File: config.mk
export PLATFORM = sky130hd
export DESIGN_NAME = rotozoom_coord_gen
export DESIGN_NICKNAME = d
export VERILOG_FILES = /design/src/rtl/rz_pkg.sv /design/src/rtl/rz_sine_lut.sv /design/src/rtl/rotozoom_coord_gen.sv
export SDC_FILE = /design/constraint.sdc
export NUM_CORES = 1
export LEC_CHECK = 0
export ABC_CLOCK_PERIOD_IN_PS = 6700
export CAP_MARGIN = 20
export CORE_ASPECT_RATIO = 0.9
export CORE_UTILIZATION = 45
export DETAILED_ROUTE_END_ITERATION = 6
export DONT_BUFFER_PORTS = 1
export HOLD_SLACK_MARGIN = 0.05
export PLACE_DENSITY = 0.59
export REMOVE_ABC_BUFFERS = 1
export SLEW_MARGIN = 0
export SYNTH_ARGS = -nofsm -noshare
export SYNTH_HDL_FRONTEND = slang
export SYNTH_SLANG_ARGS = --single-unit
File: constraint.sdc
create_clock -name clk -period 6.7 [get_ports clk]
set_input_delay 1.34 -clock clk [delete_from_list [all_inputs] [get_ports clk]]
set_output_delay 1.34 -clock clk [all_outputs]
set_load 0.01 [all_outputs]
File: src/rtl/rz_pkg.sv
// Shared constants, mode encodings and FSM states for the rotozoom coordinate generator.
package rz_pkg;

    localparam int RZ_COORD_W    = 11;
    localparam int RZ_FRAC_W     = 13;
    localparam int RZ_ANGLE_BITS = 8;
    localparam int RZ_ZOOM_W     = 8;
    localparam int RZ_ZOOM_FRAC  = 6;

    localparam int ACC_W   = RZ_COORD_W + RZ_FRAC_W;
    localparam int QUARTER = 1 << (RZ_ANGLE_BITS - 2);

    typedef enum logic [1:0] {
        RZ_AUTO   = 2'd0,
        RZ_MANUAL = 2'd1,
        RZ_PULSE  = 2'd2,
        RZ_FREEZE = 2'd3
    } rz_mode_e;

    typedef enum logic [1:0] {
        ST_IDLE,
        ST_LOOKUP,
        ST_MUL,
        ST_DONE
    } rz_state_e;

endpackage

File: src/rtl/rz_sine_lut.sv
// Combinational sine lookup folded from a quarter-wave table; +1.0 is 1<<FRAC_W exactly.
module rz_sine_lut #(
    parameter int ANGLE_BITS = 8,
    parameter int FRAC_W     = 13
) (
    input  logic        [ANGLE_BITS-1:0] angle_i,
    output logic signed [FRAC_W+1:0]     sin_o
);

    localparam int QBITS = ANGLE_BITS - 2;

    // Quarter wave 0..90 deg inclusive, 64 steps, 13 fraction bits (the default geometry).
    localparam int QTAB [65] = '{
           0,  201,  402,  603,  803, 1003, 1202, 1401,
        1598, 1795, 1990, 2185, 2378, 2570, 2760, 2948,
        3135, 3320, 3503, 3683, 3862, 4038, 4212, 4383,
        4551, 4717, 4880, 5040, 5197, 5351, 5501, 5649,
        5793, 5933, 6070, 6203, 6333, 6458, 6580, 6698,
        6811, 6921, 7027, 7128, 7225, 7317, 7405, 7489,
        7568, 7643, 7713, 7779, 7839, 7895, 7946, 7993,
        8035, 8071, 8103, 8130, 8153, 8170, 8182, 8190,
        8192
    };

    logic [1:0]        quad;
    logic [QBITS-1:0]  rem;
    logic [QBITS:0]    idx;
    logic [FRAC_W+1:0] mag;

    always_comb begin
        quad = angle_i[ANGLE_BITS-1 -: 2];
        rem  = angle_i[QBITS-1:0];
        // Odd quadrants read the table mirrored; quadrant 1 with rem=0 hits the exact +1.0 entry.
        idx  = quad[0] ? ({1'b1, {QBITS{1'b0}}} - {1'b0, rem}) : {1'b0, rem};
        mag  = (FRAC_W+2)'(QTAB[idx]);
        sin_o = quad[1] ? -signed'(mag) : signed'(mag);
    end

endmodule

File: src/rtl/rotozoom_coord_gen.sv
// Affine rotate/zoom texture-coordinate generator: per-frame coefficient FSM plus per-pixel accumulators.
module rotozoom_coord_gen
    import rz_pkg::*;
#(
    parameter int COORD_W    = RZ_COORD_W,
    parameter int FRAC_W     = RZ_FRAC_W,
    parameter int ANGLE_BITS = RZ_ANGLE_BITS,
    parameter int ZOOM_W     = RZ_ZOOM_W,
    parameter int ZOOM_FRAC  = RZ_ZOOM_FRAC
) (
    input  logic                      clk,
    input  logic                      rst_n,
    input  logic                      frame_start,
    input  logic                      line_start,
    input  logic                      pix_active,
    input  logic                      vblank_start,
    input  logic [1:0]                mode,
    input  logic [2:0]                speed,
    input  logic [ANGLE_BITS-1:0]     angle_in,
    input  logic [ZOOM_W-1:0]         zoom_in,
    output logic signed [COORD_W-1:0] u,
    output logic signed [COORD_W-1:0] v,
    output logic                      uv_valid,
    output logic [ANGLE_BITS-1:0]     angle,
    output logic                      busy,
    output logic                      coef_stale
);

    localparam int ACC_BITS = COORD_W + FRAC_W;
    localparam int PROD_W   = ACC_BITS + ZOOM_W;
    localparam int CNT_W    = $clog2(ZOOM_W);
    localparam int ZS_W     = FRAC_W + 3;
    localparam int ZOOM_ONE = 1 << ZOOM_FRAC;
    localparam int ZOOM_MAX = (1 << ZOOM_W) - 1;
    localparam logic signed [ACC_BITS-1:0] ONE = ACC_BITS'(1 << FRAC_W);

    rz_state_e                   state_q, state_d;
    logic [ANGLE_BITS-1:0]       angle_q, angle_d;
    logic [ZOOM_W-1:0]           zoom_q, zoom_eff;
    logic [CNT_W-1:0]            cnt_q;
    logic signed [PROD_W-1:0]    mc_s_q, mc_c_q, pr_s_q, pr_c_q;
    logic signed [ACC_BITS-1:0]  sh_cn_q, sh_sn_q, cn_q, sn_q;
    logic signed [ACC_BITS-1:0]  row_u_q, row_v_q, pix_u_q, pix_v_q;
    logic                        stale_q, valid_q;
    logic signed [FRAC_W+1:0]    sin_val, cos_val;
    logic signed [ZS_W-1:0]      zsum;

    rz_sine_lut #(.ANGLE_BITS(ANGLE_BITS), .FRAC_W(FRAC_W)) u_sin (
        .angle_i (angle_q),
        .sin_o   (sin_val)
    );

    rz_sine_lut #(.ANGLE_BITS(ANGLE_BITS), .FRAC_W(FRAC_W)) u_cos (
        .angle_i (angle_q + ANGLE_BITS'(1 << (ANGLE_BITS - 2))),
        .sin_o   (cos_val)
    );

    always_comb begin
        angle_d = angle_q;
        if (vblank_start) begin
            unique case (rz_mode_e'(mode))
                RZ_AUTO, RZ_PULSE: angle_d = angle_q + ANGLE_BITS'(speed) + ANGLE_BITS'(1);
                RZ_MANUAL:         angle_d = angle_in;
                default:           angle_d = angle_q;
            endcase
        end
    end

    always_comb begin
        zsum     = ZS_W'(ZOOM_ONE) + ZS_W'(sin_val >>> (FRAC_W - ZOOM_FRAC + 1));
        zoom_eff = (zoom_in == '0) ? ZOOM_W'(1) : zoom_in;
        if (rz_mode_e'(mode) == RZ_PULSE) begin
            if (zsum < ZS_W'(1))             zoom_eff = ZOOM_W'(1);
            else if (zsum > ZS_W'(ZOOM_MAX)) zoom_eff = '1;
            else                             zoom_eff = zsum[ZOOM_W-1:0];
        end
    end

    always_comb begin
        state_d = state_q;
        unique case (state_q)
            ST_IDLE:   if (vblank_start) state_d = ST_LOOKUP;
            ST_LOOKUP: state_d = ST_MUL;
            ST_MUL:    if (cnt_q == CNT_W'(ZOOM_W - 1)) state_d = ST_DONE;
            ST_DONE:   state_d = ST_IDLE;
            default:   state_d = ST_IDLE;
        endcase
    end

    // NOTE: every register below uses non-blocking assignment so all state updates see pre-edge values.
    always_ff @(posedge clk or negedge rst_n) begin
        if (!rst_n) begin
            state_q <= ST_IDLE;
            angle_q <= '0;
            zoom_q  <= '0;
            cnt_q   <= '0;
            mc_s_q  <= '0;
            mc_c_q  <= '0;
            pr_s_q  <= '0;
            pr_c_q  <= '0;
            sh_cn_q <= ONE;
            sh_sn_q <= '0;
        end else begin
            state_q <= state_d;
            angle_q <= angle_d;
            unique case (state_q)
                ST_LOOKUP: begin
                    mc_s_q <= PROD_W'(sin_val);
                    mc_c_q <= PROD_W'(cos_val);
                    pr_s_q <= '0;
                    pr_c_q <= '0;
                    zoom_q <= zoom_eff;
                    cnt_q  <= '0;
                end
                ST_MUL: begin
                    // LSB-first shift-add; the zoom multiplier is unsigned so no sign correction.
                    if (zoom_q[0]) begin
                        pr_s_q <= pr_s_q + mc_s_q;
                        pr_c_q <= pr_c_q + mc_c_q;
                    end
                    mc_s_q <= mc_s_q <<< 1;
                    mc_c_q <= mc_c_q <<< 1;
                    zoom_q <= zoom_q >> 1;
                    cnt_q  <= cnt_q + CNT_W'(1);
                end
                ST_DONE: begin
                    sh_sn_q <= ACC_BITS'(pr_s_q >>> ZOOM_FRAC);
                    sh_cn_q <= ACC_BITS'(pr_c_q >>> ZOOM_FRAC);
                end
                default: ;
            endcase
        end
    end

    always_ff @(posedge clk or negedge rst_n) begin
        if (!rst_n) begin
            cn_q    <= ONE;
            sn_q    <= '0;
            stale_q <= 1'b0;
            row_u_q <= '0;
            row_v_q <= '0;
            pix_u_q <= '0;
            pix_v_q <= '0;
            valid_q <= 1'b0;
        end else begin
            valid_q <= pix_active;
            if (frame_start) begin
                if (state_q == ST_IDLE) begin
                    cn_q    <= sh_cn_q;
                    sn_q    <= sh_sn_q;
                    stale_q <= 1'b0;
                end else begin
                    stale_q <= 1'b1;
                end
                row_u_q <= '0;
                row_v_q <= '0;
                pix_u_q <= '0;
                pix_v_q <= '0;
            end else if (line_start) begin
                row_u_q <= row_u_q - sn_q;
                row_v_q <= row_v_q + cn_q;
                pix_u_q <= row_u_q - sn_q;
                pix_v_q <= row_v_q + cn_q;
            end else if (pix_active) begin
                pix_u_q <= pix_u_q + cn_q;
                pix_v_q <= pix_v_q + sn_q;
            end
        end
    end

    assign u          = pix_u_q[FRAC_W +: COORD_W];
    assign v          = pix_v_q[FRAC_W +: COORD_W];
    assign uv_valid   = valid_q;
    assign angle      = angle_q;
    assign busy       = (state_q != ST_IDLE);
    assign coef_stale = stale_q;

endmodule
==> qor.csv <==
metric;value;unit
final_cells;3560;
drc;0;
combPwrFrac;63.5;%
port-buffer-count;0;
place_ws;1.33;ns
clk_latency;0.55;ns
crit_fanout;27;
power.total;16.5;mW
intPower;8.54;mW
worst_pin_slew;1.30;ns
synth-seq-cells;335;
ios;60;
clockBufferDepth;3;
period_needed;5.15;ns
crit_start;angle[1];
cts_tree;built;
startpoint_type;register;
die_h;228;um
path_depth;12;
via_count;21600;
numPlacedInstances;3488;
antenna_cells;0;
rrSetupSlack;1.55;ns
wl_met1;34200;um
synth.area.mux_share;6.67;%
gp_congestion;0.937;
layout_commonest_cell;dfrtp_1;
synth_flop_cell;dfrtp_1;
yosys_warnings;0;
drt_iter0_drc;1678;
fin_setup_tns;0;ns
rsz0062_at_grt;no;
synth_edf_count;0;
r2r-start;angle[1];
dr_wl_met2;30600;um
fin_ws;1.55;ns
r2r_cells;12;
start_util;45.7;%
grt_pass1_vias;20900;
synth_xor_area_share;4.97;%
dp_hpwl;48300;um
synthAdderAreaFrac;9.67;%
hold_violations;0;
cts_buffers;40;
cp-end-kind;register;
worstReg2RegEnd;mc_c_q[18];
fp.dieW;253;um
routed_wl;69300;um
critPathSlowestCell;ha_1;
finClkSkew;0.0167;ns
cts_resized;0;
synth_compound_area_share;24.5;%
power.density;608;nW/um^2
regArea;8390;um^2
grt_pass1_wl;114000;um
final_area;27200;um^2
syn_avg_cell_area;8.81;um^2
hp-class;reg2reg;
grt_start_max_net_pins;336;
drv_slew;0;
async_flop_share;100;%
drive_above_1_share;9.99;%
dieArea;57600;um^2
post_cts_buffers;0;
setup.worst_path.end;mc_c_q[18];
cts.sinks;335;
syn_inst;2894;
worst-path-buf-inv;2;
num_rows;82;
met3_length;3070;um
syn-cell-area;25500;um^2
worstPathCellList;inv_1, ha_1, nor3b_2, o211a_1, nand2_1, o22ai_1, o32ai_1, or4b_1, nor3_2, a311oi_2, buf_4, a311o_1;
grt.overflow.total;0;
maxCapViolCount;0;
fin_util;48.6;%
vias_per_cell;6.06;
dr.pass1.iters;5;
setup_violations;0;
htree_levels;2;
mostFrequentLayoutCells;dfrtp_1 (332), nand2_1 (259), a21oi_1 (249), nor2_1 (204), o21ai_0 (189);
cts.clk_slew.worst_paths;0.06;ns
arrival;5.58;ns
maxSlewHeadroom;13.1;%
cts_hold_buf;0;
grt_usage;24.2;%
core_area;55800;um^2
grt_antenna_before_repair;0;
multi_input_area;15800;um^2
netSwitchingFraction;48.2;%
synth_top_family_by_area;compound AO/OA/AOI/OAI gates;
synth_seq_area_share;32.9;%
path_delay_family;compound AO/OA/AOI/OAI gates;
finalCritPeriodShare;76.9;%
clock_power_share;14.1;%
required;7.13;ns
placed_area;25700;um^2
clockRootBuffer;clkbuf_16;
synth-simple-area-share;15.9;%
layout-area-overhead-vs-synth;6.46;%
leakagePower;12.3;nW
seq_power_share;22.3;%
slowest_delay;0.82;ns
fmax;194;MHz
power.switching;7.96;mW
ant_nets;0;
highest_layer;met4;
wl_per_cell;19.5;um
whs;0.481;ns
worst-setup-path-type;reg2reg;
ys_types;113;
vdd_drop_max;0.371;mV
layout.nets;2996;
fillers;5250;
outcome;completed;
layout make-up:
cell class                 instances  area share, %
clock inverter                    12          0.737
clock buffer                      58           4.42
inverter                         103           1.43
sequential                       335           30.9
tap                              756           3.48
timing repair buffer              34          0.931
multi-input combinational       2262           58.1
metal layers:
| layer | vias to the layer above | track usage [%] |
|---|---|---|
| li1 | 10400 | - |
| met2 | 534 | 37.2 |
| met3 | 107 | 2.49 |
| met1 | 10600 | 36.1 |
| met4 | 0 | 5.91 |
| met5 | - | 0 |
Yosys cell counts, drive strengths merged (44+ instances only):
| master | instances | area share, % |
|---|---|---|
| nand2 | 261 | 3.9 |
| nand3 | 81 | 1.6 |
| dfrtp | 333 | 33 |
| a21o | 82 | 2.4 |
| nor3 | 51 | 1.1 |
| mux2i | 44 | 1.7 |
| a21oi | 251 | 4.9 |
| clkbuf | 97 | 1.4 |
| o21ai | 195 | 3.9 |
| xor2 | 61 | 2.1 |
| nor2b | 49 | 1.2 |
| mux2 | 112 | 4.9 |
| nor2 | 208 | 3.1 |
| inv | 100 | 1.5 |
| xnor2 | 79 | 2.8 |
| ha | 186 | 9.1 |
| buf | 97 | 2.5 |
| a31oi | 46 | 1.2 |
cell families (layout without fill, tap and decap cells):
logic type | after synthesis | after routing
compound gates | 943 | 943
simple gates | 829 | 829
flops | 335 | 335
buf+inv | 297 | 207
fa+ha+maj | 193 | 193
mux | 156 | 156
xor+xnor | 141 | 141
how the worst min path moves through the flow:
stage | slack [ns] | endpoint | cells past startpoint | startpoint
finish | 0.48 | pix_u_q[9] | 2 | pix_u_q[9]
global route | 0.49 | pix_u_q[1] | 0 | rst_n
CTS | 0.48 | pix_u_q[1] | 0 | rst_n
detailed placement | 0.47 | row_v_q[22] | 1 | row_v_q[22]
global placement | 0.46 | row_v_q[9] | 1 | row_v_q[9]
floorplan | 0.45 | pix_u_q[9] | 2 | pix_u_q[9]
sequential cells by signal, indices dropped and copies added, names as in the netlist, 3 cells and up:
name and count:
angle 8, cn_q 24, cnt_q 3, mc_c_q 30, mc_s_q 30, pix_u_q 24
pix_v_q 24, pr_c_q 30, pr_s_q 30, row_u_q 24, row_v_q 24, sh_cn_q 24
sh_sn_q 24, sn_q 24, zoom_q 8
worst register-to-register path: stages (launching register included):
cell and delay, ns:
dfrtp_1 0.37, inv_1 0.14, ha_1 0.83, nor3b_2 0.49
o211a_1 0.82, nand2_1 0.31, o22ai_1 0.23, o32ai_1 0.18
or4b_1 0.66, nor3_2 0.25, a311oi_2 0.17, buf_4 0.24
a311o_1 0.34
power groups by stage:
stage	Sequential, mW	Clock, mW	Combinational [mW]
6_report	3.68	2.33	10.5
5_1_grt	3.80	2.47	11.7
4_1_cts	3.68	2.39	10.4
3_5_place_dp	3.71	0	10.3
3_3_place_gp	3.69	0	10.2
2_1_floorplan	3.43	0	7.98
Note: power is estimated with default switching activity, not from simulation.
